**config.mk**
```make
export PLATFORM = sky130hd
export DESIGN_NAME = bound_scan_512bit
export DESIGN_NICKNAME = d
export VERILOG_FILES = /design/src/rtl/bound_scan_512bit_pkg.sv /design/src/rtl/prio_enc_32.sv /design/src/rtl/bound_scan_512bit.sv
export SDC_FILE = /design/constraint.sdc
export NUM_CORES = 1
export LEC_CHECK = 0
export CAP_MARGIN = 20
export CORE_ASPECT_RATIO = 1.75
export CORE_UTILIZATION = 53
export CTS_CLUSTER_SIZE = 40
export DETAILED_ROUTE_END_ITERATION = 8
export PLACE_DENSITY = 0.88
export SYNTH_ARGS = -nofsm -noshare
export SYNTH_HDL_FRONTEND = slang
export SYNTH_SLANG_ARGS = --single-unit
export TNS_END_PERCENT = 30
```
**constraint.sdc**
```tcl
create_clock -name i_clk -period 4.1 [get_ports i_clk]
set_input_delay 0.615 -clock i_clk [delete_from_list [all_inputs] [get_ports i_clk]]
set_output_delay 0.615 -clock i_clk [all_outputs]
set_load 0.005 [all_outputs]
```
**src/rtl/bound_scan_512bit_pkg.sv**
```systemverilog
// Shared types and constants for the 512-bit row bound scanner.
// Holds FSM encoding, row geometry and mask-side constants.
package bound_scan_512bit_pkg;

  localparam int ROW_BITS  = 512;
  localparam int WORD_BITS = 32;
  localparam int IDX_W     = 9;

  localparam logic LEFT  = 1'b0;
  localparam logic RIGHT = 1'b1;

  typedef enum logic [2:0] {
    IDLE,
    FETCH,
    MASK_L,
    MASK_R,
    DONE
  } state_t;

endpackage

```
**src/rtl/prio_enc_32.sv**
```systemverilog
// Combinational lowest/highest set-bit encoder for one 32-bit word.
// Ports: word in; low, high (5-bit positions) and nz (word non-zero) out.
module prio_enc_32 (
  input  logic [31:0] word,
  output logic [4:0]  low,
  output logic [4:0]  high,
  output logic        nz
);

  always_comb begin
    low  = '0;
    high = '0;
    nz   = |word;
    for (int i = 31; i >= 0; i--) begin
      if (word[i]) low = 5'(i);
    end
    for (int i = 0; i < 32; i++) begin
      if (word[i]) high = 5'(i);
    end
  end

endmodule

```
**src/rtl/bound_scan_512bit.sv**
```systemverilog
// Scans one 512-bit row from BRAM for its lowest/highest set pixel,
// then requests left and right edge masks from mask_gen_512bit.
// Ports: i_clk, i_rstn, i_start, BRAM read port (o_bram_en/addr,
// i_bram_rdata), results (o_found, o_low_idx, o_high_idx, o_done,
// o_busy), mask handshake (o_mg_trig, o_mg_left_or_right,
// o_mg_bound_index, i_mg_done).
module bound_scan_512bit
  import bound_scan_512bit_pkg::*;
#(
  parameter int WORDS  = 16,
  parameter int RD_LAT = 1
) (
  input  logic             i_clk,
  input  logic             i_rstn,
  input  logic             i_start,
  output logic             o_busy,
  output logic             o_bram_en,
  output logic [3:0]       o_bram_addr,
  input  logic [31:0]      i_bram_rdata,
  output logic             o_found,
  output logic [IDX_W-1:0] o_low_idx,
  output logic [IDX_W-1:0] o_high_idx,
  output logic             o_mg_trig,
  output logic             o_mg_left_or_right,
  output logic [IDX_W-1:0] o_mg_bound_index,
  input  logic             i_mg_done,
  output logic             o_done
);

  localparam logic [4:0] LAT_C   = 5'(RD_LAT);
  localparam logic [4:0] WORDS_C = 5'(WORDS);
  localparam logic [4:0] EXIT_C  = 5'(WORDS + RD_LAT - 1);

  state_t state;
  logic [4:0] cnt;
  logic       ph;

  logic [4:0] lo5;
  logic [4:0] hi5;
  logic       nz;

  prio_enc_32 u_enc (
    .word (i_bram_rdata),
    .low  (lo5),
    .high (hi5),
    .nz   (nz)
  );

  // cnt counts FETCH cycles from 0; data for word (cnt - RD_LAT)
  // is on the bus once cnt reaches RD_LAT.
  logic             take;
  logic [3:0]       widx;
  logic             found_n;
  logic [IDX_W-1:0] low_n;
  logic [IDX_W-1:0] high_n;
  logic [IDX_W-1:0] lbound;
  logic [4:0]       cnt_inc;

  assign take    = (state == FETCH) && (cnt >= LAT_C);
  assign widx    = 4'(cnt - LAT_C);
  assign cnt_inc = cnt + 5'd1;
  assign lbound  = 9'(ROW_BITS - 1) - high_n;

  always_comb begin
    found_n = o_found;
    low_n   = o_low_idx;
    high_n  = o_high_idx;
    if (take && nz) begin
      if (!o_found) low_n = {widx, lo5};
      high_n  = {widx, hi5};
      found_n = 1'b1;
    end
  end

  always_ff @(posedge i_clk or negedge i_rstn) begin
    if (!i_rstn) begin
      state              <= IDLE;
      cnt                <= '0;
      ph                 <= 1'b0;
      o_busy             <= 1'b0;
      o_bram_en          <= 1'b0;
      o_bram_addr        <= '0;
      o_found            <= 1'b0;
      o_low_idx          <= '0;
      o_high_idx         <= '0;
      o_mg_trig          <= 1'b0;
      o_mg_left_or_right <= 1'b0;
      o_mg_bound_index   <= '0;
      o_done             <= 1'b0;
    end else begin
      unique case (state)
        IDLE: begin
          if (i_start) begin
            state       <= FETCH;
            o_busy      <= 1'b1;
            o_bram_en   <= 1'b1;
            o_bram_addr <= '0;
            cnt         <= '0;
            o_found     <= 1'b0;
            o_low_idx   <= '0;
            o_high_idx  <= '0;
          end
        end
        FETCH: begin
          cnt         <= cnt_inc;
          o_bram_en   <= cnt_inc < WORDS_C;
          o_bram_addr <= (cnt_inc < WORDS_C) ? 4'(cnt_inc) : 4'd0;
          o_found     <= found_n;
          o_low_idx   <= low_n;
          o_high_idx  <= high_n;
          if (cnt == EXIT_C) begin
            ph <= 1'b0;
            if (!found_n) begin
              state  <= DONE;
              o_done <= 1'b1;
            end else begin
              state              <= MASK_L;
              o_mg_left_or_right <= LEFT;
              o_mg_bound_index   <= lbound;
            end
          end
        end
        MASK_L: begin
          // A zero bound, or a completed handshake, moves on to the
          // right side with the low index as its bound.
          if ((!ph && o_mg_bound_index == '0) || (ph && i_mg_done)) begin
            state              <= MASK_R;
            ph                 <= 1'b0;
            o_mg_trig          <= 1'b0;
            o_mg_left_or_right <= RIGHT;
            o_mg_bound_index   <= o_low_idx;
          end else if (!ph && !i_mg_done) begin
            o_mg_trig <= 1'b1;
            ph        <= 1'b1;
          end
        end
        MASK_R: begin
          if ((!ph && o_mg_bound_index == '0) || (ph && i_mg_done)) begin
            state     <= DONE;
            ph        <= 1'b0;
            o_mg_trig <= 1'b0;
            o_done    <= 1'b1;
          end else if (!ph && !i_mg_done) begin
            o_mg_trig <= 1'b1;
            ph        <= 1'b1;
          end
        end
        DONE: begin
          state  <= IDLE;
          o_done <= 1'b0;
          o_busy <= 1'b0;
        end
        default: state <= IDLE;
      endcase
    end
  end

endmodule
```
[Word level (Yosys, flattened, before mapping)]
Index checks and enable logic that the tools add are counted.
Operators by class
  reductions and logical operators: 26
  eq/ne operators: 14
  muxes and demuxes: 101
  add/subtract/negate cells: 3
  magnitude comparators: 2
Operator list (number)
  two-way mux 5 bit: 49
  two-way mux 9 bit: 7
  one-hot mux 9 bit (2 select lines): 3
  two-way mux 4 bit: 10
  OR reduction 32 bit: 1
  two-way mux 3 bit: 9
  AND reduction 4 bit: 4
  two-way mux 1 bit: 12
  != test 2 bit, second input constant: 6
  one-hot mux 3 bit (4 select lines): 1
  one-hot mux 1 bit (2 select lines): 5
  one-hot mux 5 bit (2 select lines): 1
  nonzero test 2 bit: 5
  logical NOT 9 bit: 1
  subtractor 9 bit, first input constant: 1
  one-hot mux 4 bit (2 select lines): 1
  equality test 3 x 2 -> 1 bit, second input constant: 2
  AND reduction 2 bit: 3
  adder 5 x 1 -> 5 bit, second input constant: 1
  equality test 5 bit, second input constant: 1
  >= comparator 5 x 1 -> 1 bit, second input constant: 1
  logical AND 1 bit: 5
  < comparator 5 bit, second input constant: 1
  two-way mux 2 bit: 2
  other kinds (12): 14
Storage, ports and cells
  bits in registers: 46
  word-level logic and storage cells: 159
  input bits: 36

[Longest topological paths before layout]
  depth in word-level cells: 36
  depth in mapped cells: 9

[Hierarchy]
A second synthesis with hierarchy kept.
Second synthesis, totals
  cell total of the unflattened synthesis: 317
  area total of the unflattened synthesis: 2876.5 sq um
Modules (own cells, without submodules)
  bound_scan_512bit: cells an instance 211, instances 1, area an instance 2282.2 sq um, sequential area each 1151.1 sq um
  prio_enc_32: cells an instance 106, instances 1, area an instance 594.3 sq um, sequential area each 0.0 sq um

[Worst setup path before layout]
OpenSTA, ideal clock, no wires.
  path type: in2reg
  start point: input port i_bram_rdata[24]
  end point: register o_mg_bound_index[4]
  setup time: 0.127 ns
  required time: 3.973 ns
  path slack: 1.538 ns
  data arrival time: 2.435 ns
  stages on the path: 5
  cell sequence: or4_4 > nor4_4 > a21oi_4 > o31ai_4 > mux2_1
Between the ends
  word-level cells in the longest chain between the ends: 13
RTL lines
  from (decl): RTL line bound_scan_512bit.sv:19  | input logic [31:0] i_bram_rdata,
  two-way mux 5 bit (8 in series): RTL line prio_enc_32.sv:18  | if (word[i]) high = 5'(i);
  two-way mux 9 bit: RTL line bound_scan_512bit.sv:68  | if (take && nz) begin
  subtractor 9 bit: RTL line bound_scan_512bit.sv:62  | assign lbound = 9'(ROW_BITS - 1) - high_n;
  two-way mux 9 bit: RTL line bound_scan_512bit.sv:113  | if (!found_n) begin
  two-way mux 9 bit: RTL line bound_scan_512bit.sv:111  | if (cnt == EXIT_C) begin
  one-hot mux 9 bit (2 select lines): RTL line bound_scan_512bit.sv:91  | unique case (state)
  to (signal assigned): RTL line bound_scan_512bit.sv:119  | o_mg_bound_index <= lbound;
  to (signal assigned): RTL line bound_scan_512bit.sv:131  | o_mg_bound_index <= o_low_idx;
  to (decl): RTL line bound_scan_512bit.sv:25  | output logic [IDX_W-1:0] o_mg_bound_index,
Parallel ways exist; a longest one is shown, timed or not. The select of a mux whose other input is x is not followed.
A chain may end at the register's enable or synchronous reset.

[Worst setup path after layout]
  start point: input port i_bram_rdata[16]
  end point: register o_low_idx[4]
Between the ends
  word-level cells in the longest chain between the ends: 20
RTL lines
  two-way mux 5 bit (17 in series): RTL line prio_enc_32.sv:15  | if (word[i]) low = 5'(i);
  two-way mux 9 bit: RTL line bound_scan_512bit.sv:69  | if (!o_found) low_n = {widx, lo5};
  two-way mux 9 bit: RTL line bound_scan_512bit.sv:68
  one-hot mux 9 bit (2 select lines): RTL line bound_scan_512bit.sv:91
  to (signal assigned): RTL line bound_scan_512bit.sv:109  | o_low_idx <= low_n;
  to (decl): RTL line bound_scan_512bit.sv:21  | output logic [IDX_W-1:0] o_low_idx,
Parallel ways exist; a longest one is shown, timed or not. The select of a mux whose other input is x is not followed.

==> metrics.cfg <==
[status]
status=complete, but fails checks
violations=DRC

[clock_tree]
cts_tree=built
clk_path_buf_depth=2
cts_setup_buffers=0
ctsResizeCount=0
cts_buffers=5
h-tree-depth=2
cts-root-buf=clkbuf_8
cts_sinks=46
holdBufCountCts=0
path_clk_slew_ns=0.09
clk_latency_ns=0.30

[floorplan]
rows=34
coreArea_um2=5060
start_util_pct=56.1
ios=73
dieArea_um2=5660
die_w_um=57.3
fp.dieH_um=98.8

[pwr]
p_leak_uw=0.00153
p_sw_uw=961
switching_share_pct=41.6
p_int_uw=1350
cellPowerDensity_nw_per_um2=625
power_frac_comb_pct=53.1
ir_worst_vdd_uv=282
pwr-share-seq_pct=35.0
clockPowerShare_pct=11.8

[global_route]
met1_usage_pct=31.0
met2_usage_pct=53.2
track_usage_pct=29.1
grt_pass1_vias=2761
grt_max_degree=47
top_usage_layer=met2
grt.overflow.total=0
grt_pass1_wl_um=12700
met3_usage_pct=2.23
antenna_found_initial=0

[detailed_routing]
drt-initial-drc-count=112
postRouteAntennaNets=0
first_pass_iters=7
wl_per_cell_um=17.4
drc=2
post_drt_via_cell_ratio=6.31
drt-total-wl_um=7740
vias=2809

[critical_path]
r2r_slack_ns=1.34
cp-end-kind=flop
worstReg2RegStart=state[1]
cp-startpoint=i_bram_rdata[16]
critPathSlowestCell=o21bai_1
rr_worst_depth=5
cp_max_fo=12
cp.required_ns=4.25
crit_chain=clkdlybuf4s50_1 > or4_1 > nor4_4 > a211oi_2 > o21bai_1 > o21ai_0
slowest_delay_ns=0.68
path_class=in2reg
worstPathArrival_ns=3.29
critPathCapture=o_low_idx[4]
worst_setup_path_start_kind=primary input
r2r_end=o_low_idx[3]

[placed_design]
io_buffer_count=72
hpwl_um=6070
routabilityCongestion=0.902

[final_layout]
antenna_cells=0
area_growth_syn_to_layout_pct=30.3
drive_gt1_share_pct=6.14
final_util_pct=73.0
nNetsFinal=430
final_common_cell=clkdlybuf4s50_1
layout_common_cells=clkdlybuf4s50_1 (71), dfrtp_1 (46), nor2_1 (31), nand2_1 (30), o21ai_0 (28)

[yosys]
syn_area_per_cell_um2=8.90
yosys_warnings=0
synth_flop_cell=dfrtp_1
synthCells=319
yosysUniqueCellTypes=54
syn-num-nets=359
ys_seq_area_share_pct=40.6
async_flop_share_pct=100
synth-seq-cells=46
synth_edf_count=0
netlist_area_um2=2840

[sta]
hold_viol_final=0
fmax_mhz=318
slew_viol_final=0
fin_crit_ns=3.15
rsz0062_at_grt=false
skew_ns=0.00731
period_share_pct=76.7
slew_headroom_pct=46.6
setup_violations=0
tns_ns=0
worstMarginPinSlew_ns=0.799

[flow_run]
cap_violations=0

[min_path]
min_path_type=in2async

[metrics by stage]
step,hold slack (ns),worst slack (ns),total power [uW],cell area (um2),cells
CTS,0.502,1.01,2310,3680,444
detailed placement,0.482,0.703,2030,3590,436
finish,0.144,0.954,2310,3700,445
global placement,0.460,0.812,1990,3590,436
floorplan,0.319,1.54,1490,2840,319
global route,0.159,0.798,2460,3700,445
[power groups by stage]
stage	registers (uW)	logic, uW	clock network, uW
finish	810	1230	273
CTS	809	1220	274
detailed placement	816	1210	0
global placement	810	1180	0
floorplan	751	740	0
global route	835	1340	288
[critical path, delay by kind of cell]
family	cells	cell delay [ns]
and+or+nand+nor	2	1.08
buffers and inverters	1	0.50
AOI/OAI and AO/OA	3	1.09
[per-layer routing]
layer  routed length (um)  vias to the layer above
met2                 4230                      115
met5                    0                        -
met1                 2750                     1329
li1                     -                     1331
met4                  459                        0
met3                  300                       34
[flip-flops by register name, indices dropped and copies added (netlist names)]
signal and flops:
o_found 1, o_mg_bound_index 9, o_bram_addr 4, o_done 1
state 3, cnt 5, o_busy 1, o_mg_trig 1
ph 1, o_low_idx 9, o_bram_en 1, o_high_idx 9
o_mg_left_or_right 1
[synthesized netlist by cell type, drive strengths merged, types with 3 or more instances]
cell type,count,area (um2)
dfrtp,46,1150
o21ai,34,170
nor2,31,116
nand2,30,113
a21oi,21,116
nor4,11,83.8
inv,10,37.5
mux2i,10,100
a22o,9,78.8
o31ai,9,81.3
buf,8,45.0
nand2b,7,43.8
nor2b,7,43.8
nor3,7,35.0
or4,7,60.1
a211oi,6,50.1
a21o,6,45.0
clkbuf,6,22.5
o211ai,5,37.5
o21bai,5,37.5
ha,4,50.1
nand3,4,20.0
xor2,4,35.0
a31oi,3,18.8
[layout make-up]
cell class / count / area, um2
flip-flops and latches: 46 / 1150
repair buffers: 78 / 773
well taps: 54 / 67.6
inverters: 10 / 37.5
clock inverters: 2 / 13.8
clock buffers: 6 / 72.6
multi-input cells: 249 / 1580
fillers: 389 / 1370
[worst min-delay path by stage]
stage / end / slack (ns) / start / cells after the start
finish: cnt[1] / 0.14 / i_rstn / 1
global route: cnt[1] / 0.16 / i_rstn / 1
CTS: o_high_idx[6] / 0.50 / i_rstn / 1
detailed placement: o_done / 0.48 / o_done / 1
global placement: o_done / 0.46 / o_done / 1
floorplan: cnt[0] / 0.32 / i_rstn / 0
[cell families (layout without fill, tap and decap cells)]
family                   count (synthesis)  count (layout)  share of synthesized area (%)
multiplexers                            11              11                           3.92
AND/OR/NAND/NOR                        116             116                           21.5
AO/OA/AOI/OAI                          112             112                           26.7
flip-flops                              46              46                           40.6
XOR/XNOR                                 6               6                           1.85
buffers and inverters                   24              96                           3.70
adder cells (fa/ha/maj)                  4               4                           1.76
(Power assumes the default switching activity.)
==> variant: new RTL, same flow settings <==
The 5 states of `state_t` get a one-hot encoding in 5 bits.
--- a/src/rtl/bound_scan_512bit_pkg.sv
+++ b/src/rtl/bound_scan_512bit_pkg.sv
@@ -9,12 +9,12 @@
   localparam logic LEFT  = 1'b0;
   localparam logic RIGHT = 1'b1;
 
-  typedef enum logic [2:0] {
-    IDLE,
-    FETCH,
-    MASK_L,
-    MASK_R,
-    DONE
+  typedef enum logic [4:0] {
+    IDLE   = 5'b00001,
+    FETCH  = 5'b00010,
+    MASK_L = 5'b00100,
+    MASK_R = 5'b01000,
+    DONE   = 5'b10000
   } state_t;
 
 endpackage
Behaviour: no difference found for any inputs over 10 cycles, from zero or initial values and one cycle with i_rstn low; not proved beyond that.
==> variant against the original RTL <==
Count of clock-buffer cells in the layout is 1 lower. Largest cell class unchanged. Highest routed layer unchanged. Final area rose by 3.4%. Routed wire length rose by 7.6%. Worst setup slack better by 0.19 ns. Register-to-register slack improved by 0.11 ns. Area after synthesis increased by 3.7%. Total power decreased by 19%. Sequential cell count is 2 higher. Maximum frequency rose by 6.5%. Clock skew rose by 0.0026 ns. Sequential share of layout area is 0.33 points higher.
==> variant: results (changes against the original RTL) <==
Outcome = complete, no violations (was finished with violations)
Achievable Freq = 0.339 GHz (was 0.318 GHz)
Mapped Nets = 386 (was 359)
GR Layer Usage met2 = 54.9% (was 53.2%)
Crit Reg-Reg Startpoint = state[3] (was state[1])
Dpl ws = 0.859 ns (was 0.703 ns)
Placed Cells = 480 (was 436)
Post-Synth XOR/XNOR Area = 1.78% (was 1.85%)
Path depth of the worst reg2reg path = 6 (was 5)
Largest net degree at the start of global routing = 49 (was 47)
Peak VDD IR = 225 uV (was 282 uV)
Pre-antenna DRT Iters = 5 (was 7)
Top post-synthesis cells by area = dfrtp_1 40%, nor2_1 5.6%, nand2_1 5.4%, o21ai_0 4.8%, a21oi_1 3.2% (was dfrtp_1 41%, o21ai_0 5.1%, nor2_1 4.1%, nand2_1 4.0%, a21oi_1 3.5%)
Via-per-instance ratio = 6.12 (was 6.31)
Metal-1 WL = 2970 um (was 2750 um)
Share of layout cells above drive strength 1 = 6.99% (was 6.14%)
Syn Inst Count = 346 (was 319)
Met3 Use GR = 5.01% (was 2.23%)
Worst-margin pin slew = 0.850 ns (was 0.799 ns)
Area after DPL = 3690 um2 (was 3590 um2)
Worst Setup SP = i_bram_rdata[8] (was i_bram_rdata[16])
Post-synthesis sequential area ratio = 40.8% (was 40.6%)
Synth Area in Compound Gates = 26.6% (was 26.7%)
GRT Util Overall = 31.2% (was 29.1%)
Critical path capture point = o_mg_bound_index[1] (was o_low_idx[4])
Clock Skew = 0.00996 ns (was 0.00731 ns)
Final hold slack = 0.180 ns (was 0.144 ns)
Via count = 2991 (was 2809)
Area grow syn2layout = 29.8% (was 30.3%)
Top cells by count, synth = 47 x dfrtp_1, 44 x nor2_1, 42 x nand2_1 (was 46 x dfrtp_1, 31 x nor2_1, 30 x nand2_1)
Worst EP arrival = 3.13 ns (was 3.29 ns)
Global-route wire length before repair = 14000 um (was 12700 um)
Met3 wire len = 331 um (was 300 um)
Hpwl dp = 6480 um (was 6070 um)
Worst reg-to-reg setup slack = 1.45 ns (was 1.34 ns)
Vias in the first global route = 3090 (was 2761)
Routed wl met2 = 4600 um (was 4230 um)
Met1 Track Usage GR = 33.1% (was 31.0%)
[variant: cell count changes after synthesis, sizes merged, moves of 3 or more]
cell	before	now
o21ai	34	38
nor2	31	46
o21bai	5	0
a22o	9	3
o31ai	9	6
nand2	30	42
buf	8	5
mux2i	10	0
a31oi	3	7
nand3	4	14
[variant: worst max-delay path, cell delays in order]
cell,delay [ns]
clkdlybuf4s50_1,0.54
or4_4,0.60
nor4_4,0.46
a21o_4,0.28
a31oi_1,0.32
nand3_1,0.20
o311ai_1,0.11
[variant: report_power, final]
| part | internal (mW) | total, mW | switching, mW |
|---|---|---|---|
| combinational | 0.392 | 0.787 | 0.395 |
| clock | 0.181 | 0.350 | 0.169 |
| sequential | 0.601 | 0.733 | 0.132 |
| total | 1.17 | 1.87 | 0.696 |
[variant: final cells by class]
class	instances	area (um2)
clock buffers	5	68.8
clock inverters	3	42.5
fillers	426	1480
inverters	10	37.5
multi-input cells	275	1630
flip-flops and latches	48	1200
well taps	74	92.6
repair buffers	74	743
